`src/rtl/uart_pkg.sv`:
```
// ---------------------------------------------------------------------------
// uart_pkg
// Shared constants for the UART receiver slice:
//   - FSM state encoding (3-bit localparams)
//   - OVERSAMPLE : baud ticks per serial bit
//   - MID_TICK   : tick index at which the start bit is re-sampled
//   - even_parity: helper returning the even-parity bit of a byte
// No ports (package).
// ---------------------------------------------------------------------------
package uart_pkg;

  localparam int OVERSAMPLE = 16;
  localparam int MID_TICK   = 8;

  localparam logic [2:0] ST_IDLE      = 3'd0;
  localparam logic [2:0] ST_START     = 3'd1;
  localparam logic [2:0] ST_DATA      = 3'd2;
  localparam logic [2:0] ST_STOP      = 3'd3;
  localparam logic [2:0] ST_WAIT_HIGH = 3'd4;
  localparam logic [2:0] ST_PARITY    = 3'd5;

  // Even parity: the parity bit that makes the total count of ones even.
  function automatic logic even_parity(input logic [7:0] b);
    return ^b;
  endfunction

endpackage

```
`src/rtl/uart_rx_fifo.sv`:
```
// ---------------------------------------------------------------------------
// uart_rx_fifo
// First-word-fall-through byte FIFO for the UART receiver.
// Ports:
//   clk        : rising-edge clock
//   rst_n      : synchronous active-low reset (pointers cleared, overrun 0)
//   push       : write push_data this cycle
//   push_data  : byte to write
//   pop        : consumer ready; a pop happens only when the FIFO is not empty
//   head_data  : byte at the head (0 while empty)
//   not_empty  : head_data holds a valid byte
//   overrun    : one-cycle pulse when a push was dropped because of full
// Pointers are log2(FIFO_DEPTH)+1 bits; the extra MSB distinguishes full
// from empty when the index bits match.
// ---------------------------------------------------------------------------
module uart_rx_fifo
  import uart_pkg::*;
#(
  parameter int FIFO_DEPTH = 4
) (
  input  logic       clk,
  input  logic       rst_n,
  input  logic       push,
  input  logic [7:0] push_data,
  input  logic       pop,
  output logic [7:0] head_data,
  output logic       not_empty,
  output logic       overrun
);

  localparam int AW = $clog2(FIFO_DEPTH);

  logic [AW:0] wr_ptr;
  logic [AW:0] rd_ptr;
  logic [7:0]  mem [FIFO_DEPTH];
  logic        empty;
  logic        full;
  logic        do_pop;
  logic        do_push;
  logic        drop;

  assign empty = (wr_ptr == rd_ptr);
  assign full  = (wr_ptr[AW] != rd_ptr[AW]) && (wr_ptr[AW-1:0] == rd_ptr[AW-1:0]);

  // A pop frees a slot in the same cycle, so a push while full is still
  // accepted when it coincides with a pop. A pop while empty is ignored.
  assign do_pop  = pop && !empty;
  assign do_push = push && (!full || do_pop);
  assign drop    = push && full && !do_pop;

  always_ff @(posedge clk) begin
    if (!rst_n) begin
      wr_ptr  <= '0;
      rd_ptr  <= '0;
      overrun <= 1'b0;
    end else begin
      if (do_push) wr_ptr <= wr_ptr + {{AW{1'b0}}, 1'b1};
      if (do_pop)  rd_ptr <= rd_ptr + {{AW{1'b0}}, 1'b1};
      overrun <= drop;
    end
  end

  // Storage needs no reset: it is only observed through head_data while
  // the FIFO is non-empty.
  always_ff @(posedge clk) begin
    if (do_push) mem[wr_ptr[AW-1:0]] <= push_data;
  end

  assign head_data = empty ? 8'h00 : mem[rd_ptr[AW-1:0]];
  assign not_empty = !empty;

endmodule

```
`src/rtl/uart_serial_rx.sv`:
```
// ---------------------------------------------------------------------------
// uart_serial_rx
// 16x oversampling UART receiver (8N1, LSB first) with a byte FIFO.
// Optional feature macro: UART_RX_PARITY_EN adds one even-parity bit between
// the data bits and the stop bit, and the PERR output.
// Ports:
//   CLOCK     : rising-edge clock
//   RESET_N   : synchronous active-low reset
//   SRX       : asynchronous serial input, idle high
//   RX_DATA   : byte at the FIFO head (0 while RX_VALID=0)
//   RX_VALID  : FIFO not empty
//   RX_READY  : consumer ready
//   FERR      : one-cycle pulse on a framing error (stop bit 0)
//   OVERRUN   : one-cycle pulse when a byte is dropped on a full FIFO
//   PERR      : one-cycle pulse on a parity mismatch (parity build only)
//   FSM_STATE : current receiver state (debug observation)
// Handshake: a byte transfers on every rising edge where RX_VALID and
// RX_READY are both high; RX_DATA is held stable until that transfer, and
// RX_READY may be high while RX_VALID is low without effect.
// ---------------------------------------------------------------------------
module uart_serial_rx
  import uart_pkg::*;
#(
  parameter int CLK_FREQ   = 100000000,
  parameter int BAUD_RATE  = 115200,
  parameter int FIFO_DEPTH = 4
) (
  input  logic       CLOCK,
  input  logic       RESET_N,
  input  logic       SRX,
  output logic [7:0] RX_DATA,
  output logic       RX_VALID,
  input  logic       RX_READY,
  output logic       FERR,
  output logic       OVERRUN,
`ifdef UART_RX_PARITY_EN
  output logic       PERR,
`endif
  output logic [2:0] FSM_STATE
);

  localparam int DIV_RAW = CLK_FREQ / (BAUD_RATE * OVERSAMPLE);
  localparam int DIV     = (DIV_RAW < 1) ? 1 : DIV_RAW;
  localparam int DIV_W   = (DIV > 1) ? $clog2(DIV) : 1;
  localparam logic [DIV_W-1:0] DIV_LAST = DIV_W'(DIV - 1);
  localparam logic [3:0] MID_LAST = 4'(MID_TICK - 1);
  localparam logic [3:0] BIT_LAST = 4'(OVERSAMPLE - 1);

  logic             sync1;
  logic             sync2;
  logic             prev;
  logic [2:0]       state;
  logic [DIV_W-1:0] div_cnt;
  logic [3:0]       tick_cnt;
  logic [2:0]       bit_cnt;
  logic [7:0]       shreg;
  logic             tick;
  logic             fall;
  logic             mid_pt;
  logic             bit_pt;
  logic             push;
`ifdef UART_RX_PARITY_EN
  logic             perr_flag;
`endif

  // The divider is held at 0 in IDLE so the first tick of a frame lands a
  // fixed DIV cycles after the detected falling edge.
  assign tick   = (state != ST_IDLE) && (div_cnt == DIV_LAST);
  assign fall   = prev & ~sync2;
  assign mid_pt = tick && (tick_cnt == MID_LAST);
  assign bit_pt = tick && (tick_cnt == BIT_LAST);

  // The byte is pushed on the stop-bit sample itself, so RX_VALID rises on
  // the following cycle when the FIFO was empty.
`ifdef UART_RX_PARITY_EN
  assign push = (state == ST_STOP) && bit_pt && sync2 && !perr_flag;
`else
  assign push = (state == ST_STOP) && bit_pt && sync2;
`endif

  always_ff @(posedge CLOCK) begin
    if (!RESET_N) begin
      sync1     <= 1'b1;
      sync2     <= 1'b1;
      prev      <= 1'b1;
      state     <= ST_IDLE;
      div_cnt   <= '0;
      tick_cnt  <= 4'd0;
      bit_cnt   <= 3'd0;
      shreg     <= 8'h00;
      FERR      <= 1'b0;
`ifdef UART_RX_PARITY_EN
      PERR      <= 1'b0;
      perr_flag <= 1'b0;
`endif
    end else begin
      sync1 <= SRX;
      sync2 <= sync1;
      prev  <= sync2;
      FERR  <= 1'b0;
`ifdef UART_RX_PARITY_EN
      PERR  <= 1'b0;
`endif

      if (state == ST_IDLE || div_cnt == DIV_LAST) div_cnt <= '0;
      else div_cnt <= div_cnt + DIV_W'(1);

      // Free-running 4-bit tick counter; wrapping 15->0 marks each bit centre.
      if (tick) tick_cnt <= tick_cnt + 4'd1;

      case (state)
        ST_IDLE: begin
          tick_cnt <= 4'd0;
          bit_cnt  <= 3'd0;
`ifdef UART_RX_PARITY_EN
          perr_flag <= 1'b0;
`endif
          if (fall) state <= ST_START;
        end
        ST_START: begin
          if (mid_pt) begin
            tick_cnt <= 4'd0;
            state    <= sync2 ? ST_IDLE : ST_DATA;
          end
        end
        ST_DATA: begin
          if (bit_pt) begin
            shreg   <= {sync2, shreg[7:1]};
            bit_cnt <= bit_cnt + 3'd1;
            if (bit_cnt == 3'd7) begin
`ifdef UART_RX_PARITY_EN
              state <= ST_PARITY;
`else
              state <= ST_STOP;
`endif
            end
          end
        end
`ifdef UART_RX_PARITY_EN
        ST_PARITY: begin
          if (bit_pt) begin
            perr_flag <= (sync2 != even_parity(shreg));
            PERR      <= (sync2 != even_parity(shreg));
            state     <= ST_STOP;
          end
        end
`endif
        ST_STOP: begin
          if (bit_pt) begin
            if (sync2) begin
              state <= ST_IDLE;
            end else begin
              FERR  <= 1'b1;
              state <= ST_WAIT_HIGH;
            end
          end
        end
        ST_WAIT_HIGH: begin
          // A held-low line (break) parks here until it returns high.
          if (sync2) state <= ST_IDLE;
        end
        default: state <= ST_IDLE;
      endcase
    end
  end

  assign FSM_STATE = state;

  uart_rx_fifo #(
    .FIFO_DEPTH(FIFO_DEPTH)
  ) u_fifo (
    .clk       (CLOCK),
    .rst_n     (RESET_N),
    .push      (push),
    .push_data (shreg),
    .pop       (RX_READY),
    .head_data (RX_DATA),
    .not_empty (RX_VALID),
    .overrun   (OVERRUN)
  );

endmodule
```
`config.mk`:
```
export PLATFORM = sky130hd
export DESIGN_NAME = uart_serial_rx
export DESIGN_NICKNAME = d
export VERILOG_FILES = /design/src/rtl/uart_pkg.sv /design/src/rtl/uart_rx_fifo.sv /design/src/rtl/uart_serial_rx.sv
export SDC_FILE = /design/constraint.sdc
export NUM_CORES = 1
export LEC_CHECK = 0
export BUFFER_PORTS_ARGS = -buffer_cell sky130_fd_sc_hd__buf_4
export CORE_MARGIN = 1.5
export CORE_UTILIZATION = 50
export DETAILED_ROUTE_END_ITERATION = 8
export PLACE_DENSITY = 0.72
export RECOVER_POWER = 25
export SLEW_MARGIN = 20
export SYNTH_ARGS = -nofsm -noshare
export SYNTH_HDL_FRONTEND = slang
export SYNTH_SLANG_ARGS = --single-unit
```
`constraint.sdc`:
```
create_clock -name CLOCK -period 3.14 [get_ports CLOCK]
set_input_delay 0.314 -clock CLOCK [delete_from_list [all_inputs] [get_ports CLOCK]]
set_output_delay 0.314 -clock CLOCK [all_outputs]
set_load 0.03 [all_outputs]
```
==> flow_summary.yaml, run 1 <==
status:
  run_status: "finished clean"
cells_and_area:
  fin_nets: 266
  n_fill_cell: 476
  multi_input_area_um2: 1140
  finalNonFillerCells: 329
  area_delta_synth_final_pct: 12.7
  diodes: 0
  layout_commonest_cell: "dfxtp_1"
  mostFrequentLayoutCells: "37 x dfxtp_1, 32 x edfxtp_1, 27 x nor2_1"
  register_area_um2: 1700
  layout-drive-gt1-share_pct: 18.3
clock_network:
  post_cts_buffers: 0
  cts.sinks: 69
  postCtsResizedCells: 0
  root_buffer: "clkbuf_8"
  cts_buffer_depth: 2
  clk_latency_ps: 340
  htreeDepth: 3
  tritoncts: "yes"
  clkSlewWorstSetupHoldPaths_ps: 80
  cts_hold_buf: 0
  numCtsBuffers: 9
logic_synthesis:
  synth_edf_count: 32
  synth.cell_area_um2: 2940
  avgSynthCellArea_um2: 12.6
  yosysSeqAreaShare_pct: 57.8
  synth.net_count: 248
  yosysTopAreaCell: "edfxtp_1"
  synthArstFlopShare_pct: 0
  yosysWarnings: 0
  synthDistinctLibCells: 42
  syn_inst: 234
  ys_ff_latch: 69
  synth_top_area_share_pct: 32.7
  synth_top_cells_by_area: "edfxtp_1 33%, dfxtp_1 25%, mux4_2 6.1%"
  ys.flop_type: "dfxtp_1"
route:
  wl_per_cell_um: 14.4
  ant_nets: 0
  dr.pass1.iters: 4
  wl_met1_um: 2270
  wl_um: 4730
  highest_layer: "met4"
  met2_length_um: 2210
  drt_iter0_drc: 85
  vias: 1759
  drc: 0
  avgViaCountPerCell: 5.35
  met3_length_um: 172
floorplan:
  io_pins: 18
  core_um2: 5610
  start_util_pct: 52.5
  placementRows: 27
  dieHeight_um: 79.7
  dieWidth_um: 79.7
  die_area_um2: 6350
sta:
  period_share_pct: 77.0
  setup_tns_ps: 0
  worstMarginPinSlew_ps: 996
  fin_worst_skew_ps: 9.73
  fmax_mhz: 413
  report.final.slew_viol_count: 0
  finalSetupViolations: 0
  slew_headroom_pct: 33.1
  rsz0062_at_grt: "false"
  finalCriticalPeriod_ps: 2420
  hold_viol_final: 0
grt:
  grt_use_total_pct: 16.6
  grt_start_max_net_pins: 22
  grt_antenna_before_repair: 0
  overflow: 0
  grt_pass1_wl_um: 7760
  grt_pass1_vias: 1644
place:
  place_congestion: 0.776
  dp_hpwl_um: 3240
  placed_cells: 313
  port_buffers: 17
hold_path:
  hold_path.class: "in2reg"
worst_setup_path:
  crit_type: "reg2out"
  crit_required_ps: 2830
  start_kind: "flop"
  crit_path_max_fanout: 9
  endpoint_kind: "output port"
  critPathArrivalTime_ps: 2100
power:
  ir_worst_vdd_mv: 0.334
  p_leak_uw: 0.00125
  p_per_area_nw_per_um2: 522
flow_run:
  drv_cap: 0
-- path summary, 6_finish.rpt --
path / startpoint / endpoint / slack (ps) / depth (start not counted)
max: u_fifo.wr_ptr[1] / RX_DATA[1] / 720 / 4
max reg2reg: div_cnt[0] / u_fifo.mem[0][6] / 910 / 4
min reg2reg: sync1 / sync2 / 410 / 1
min: SRX / sync1 / 170 / 2
-- area by class of cell --
type	count	area share, %
clock inverters	7	2.49
repair buffers	19	4.30
flip-flops and latches	69	51.3
well taps	72	2.72
multi-input cells	145	34.5
clock buffers	9	3.74
inverters	8	0.906
-- metrics by stage --
step | hold slack [ps] | power [µW] | area [µm²] | utilization (%) | setup slack, ps
6_report | 173 | 1730 | 3320 | 59.1 | 721
5_1_grt | 174 | 1790 | 3320 | 59.1 | 488
4_1_cts | 132 | 1750 | 3320 | 59.1 | 656
3_5_place_dp | 398 | 1010 | 3110 | 55.4 | 919
3_3_place_gp | 389 | 1010 | 3110 | 55.4 | 1010
2_1_floorplan | 386 | 1000 | 2940 | - | 876
-- sequential cells by signal, indices dropped and copies added, names as in the netlist, named ones only --
register        cells
FERR                1
FSM_STATE           3
bit_cnt             3
div_cnt             6
prev                1
shreg               8
sync1               1
sync2               1
tick_cnt            4
u_fifo.mem         32
u_fifo.overrun      1
u_fifo.rd_ptr       3
u_fifo.wr_ptr       3
-- critical path, stage by stage (launching register included) --
cell and delay (ps):
dfxtp_1 360, xor2_1 230, nor3_1 840, nor2b_1 120, buf_4 210
-- layer usage --
layer | GRT usage (%) | vias up
li1 | - | 881
met1 | 21.4 | 843
met2 | 25.6 | 26
met3 | 4.46 | 9
met4 | 8.25 | 0
met5 | 0 | -
-- synth_stat cells (all sizes together), types with 3 or more instances --
cell type and count:
o31ai 3, buf 6, clkbuf 6, o21ai 4, mux2i 12, nand2b 5, xnor2 5, nor2 27
nand3b 5, or3 3, edfxtp 32, inv 8, nor3 3, xor2 9, nand2 3, mux4 8
a21oi 7, nand4 3, nor2b 8, nand3 9, and3 5, ha 10, dfxtp 37
-- cell families (layout without fill, tap and decap cells) --
kind of cell | count (synthesis) | after routing | synth area share, %
and+or+nand+nor | 80 | 80 | 15.4
AOI/OAI and AO/OA | 21 | 21 | 4.68
muxes | 20 | 20 | 10.2
DFF | 69 | 69 | 57.8
xor gates and xnor gates | 14 | 14 | 4.17
adders and majority gates | 10 | 10 | 4.25
buffers and inverters | 20 | 43 | 3.40
-- report_power, final --
group / switching, µW / total, µW / leakage (µW) / internal, µW
sequential: 8.01 / 944 / 0.000595 / 936
clock: 360 / 739 / 0.0000984 / 379
combinational: 30.7 / 49.1 / 0.000555 / 18.4
total: 399 / 1730 / 0.00125 / 1330
Note: power is estimated with default switching activity, not from simulation.
==> inputs of run 2 (changes only) <==
- PLACE_DENSITY: 0.72 -> 0.74
- clock period: 3.14 -> 1.9 ns (I/O delays scaled with it)
==> flow_summary.yaml, run 2 (synthesized netlist as in run 1, its figures left out) <==
status:
  run_status: "finished clean"
power:
  pwr-share-clk_pct: 43.5
  p_sw_share_pct: 20.8
  p_int_uw: 2320
  p_per_area_nw_per_um2: 808
  ir_worst_vdd_mv: 0.477
  switchingPower_uw: 609
  p_comb_share_pct: 3.4
  p_seq_share_pct: 53.1
  p_leak_uw: 0.00141
floorplan:
  core_um2: 5610
  io_pins: 18
  dieHeight_um: 79.7
  start_util_pct: 52.5
  dieWidth_um: 79.7
  die_area_um2: 6350
  placementRows: 27
sta:
  hold_viol_final: 0
  period_share_pct: 95.8
  report.final.slew_viol_count: 0
  finalCriticalPeriod_ps: 1820
  finalSetupViolations: 0
  setup_tns_ps: 0
  slew_headroom_pct: 66.8
  worstMarginPinSlew_ps: 494
  hold-worst-slack_ps: 52.0
  fmax_mhz: 549
  fin_worst_skew_ps: 7.34
  fin_ws_ps: 79.4
route:
  wl_per_cell_um: 14.4
  drt_iter0_drc: 122
  drc: 0
  ant_nets: 0
  wl_um: 5080
  dr.pass1.iters: 5
  avgViaCountPerCell: 5.24
  vias: 1856
hold_path:
  hold_path.class: "in2reg"
  min-delay-start: "SRX"
  hold_end: "sync1"
  whs_path_depth: 2
worst_setup_path:
  crit_path_max_fanout: 8
  rr_endpoint: "u_fifo.mem[1][7]"
  crit_required_ps: 1710
  critPathArrivalTime_ps: 1630
  crit_type: "reg2out"
  endpoint_kind: "output port"
  r2r_slack_ps: 90
  reg2reg_depth: 7
  start_kind: "flop"
  r2r_start: "tick_cnt[1]"
grt:
  grt_start_max_net_pins: 15
  grt_antenna_before_repair: 0
  grt_use_total_pct: 18.3
  grt_pass1_vias: 1841
  overflow: 0
  grt_pass1_wl_um: 8670
clock_network:
  numCtsBuffers: 9
  tritoncts: "yes"
  cts_hold_buf: 0
  cts_buffer_depth: 2
  clk_latency_ps: 340
  root_buffer: "clkbuf_8"
  cts.sinks: 69
  htreeDepth: 3
  clkSlewWorstSetupHoldPaths_ps: 70
cells_and_area:
  multi_input_area_um2: 1200
  diodes: 0
  mostFrequentLayoutCells: "37 x buf_4, 35 x dfxtp_1, 32 x edfxtp_1"
  fin_area_um2: 3630
  layout_commonest_cell: "buf_4"
  fin_nets: 291
  area_delta_synth_final_pct: 23.3
  layout-drive-gt1-share_pct: 28.0
  finalNonFillerCells: 354
  largest_reg_flops: 32
  register_area_um2: 1700
  n_fill_cell: 438
place:
  place_ws_ps: -126
  dp_hpwl_um: 3480
  place_congestion: 0.779
  place_area_um2: 3320
  port_buffers: 17
  placed_cells: 336
flow_run:
  drv_cap: 0
run 2: cell types whose count changed in the layout (fill, tap and decap cells not counted), sizes merged:
cell      delta
inv          -3
clkinvlp     -1
clkinv       +3
bufinv       +1
buf         +25
run 2: critical path, cell delays in order (launching register included):
cell,delay (ps)
dfxtp_2,330
buf_6,160
mux4_2,500
nor2b_1,150
buf_4,160
run 2: how the worst max path moves through the flow:
| stage | start | end | cells after the start |
|---|---|---|---|
| after floorplan | div_cnt[0] | u_fifo.wr_ptr[2] | 6 |
| after global placement | tick_cnt[1] | u_fifo.mem[3][2] | 4 |
| after detailed placement | tick_cnt[1] | u_fifo.mem[3][0] | 4 |
| after CTS | flop | RX_DATA[3] | 4 |
| after global routing | u_fifo.rd_ptr[2] | RX_DATA[3] | 5 |
| final | flop | RX_DATA[3] | 4 |
run 2: layout make-up:
cell class | instances | area share (%)
Sequential cell | 69 | 47.0
Tap cell | 72 | 2.48
Clock buffer | 9 | 3.42
Clock inverter | 7 | 2.48
Inverter | 8 | 0.828
Timing Repair Buffer | 44 | 10.7
Multi-Input combinational cell | 145 | 33.1
run 2: timing repair:
| item | 4_1_cts | 5_1_grt |
|---|---|---|
| pin swaps | 1 | 1 |
| resized for setup | 4 | 7 |
| buffers inserted | 1 | 1 |
| endpoints found under the setup margin | 18 | 41 |
run 2: through the flow:
| step | power (µW) | utilization (%) |
|---|---|---|
| 2_1_floorplan | 1660 | - |
| 3_3_place_gp | 1690 | 59.2 |
| 3_5_place_dp | 1690 | 59.2 |
| 4_1_cts | 2960 | 63.7 |
| 5_1_grt | 3030 | 64.7 |
| 6_report | 2930 | 64.7 |
run 2: power groups by stage:
stage                     Clock, µW  Sequential [µW]  Combinational (µW)
after global placement            0             1590                99.0
after global routing           1360             1560                 110
final                          1270             1560                99.7
after detailed placement          0             1590                 100
after floorplan                   0             1590                65.9
after CTS                      1300             1550                 100
run 2: layer usage:
layer  global-route usage [%]  wire [µm]  vias up
met4                     9.65        123        0
met1                     22.2       2310      880
met5                        0          0        -
li1                         -          -      932
met3                     3.77        150        9
met2                     30.6       2500       35
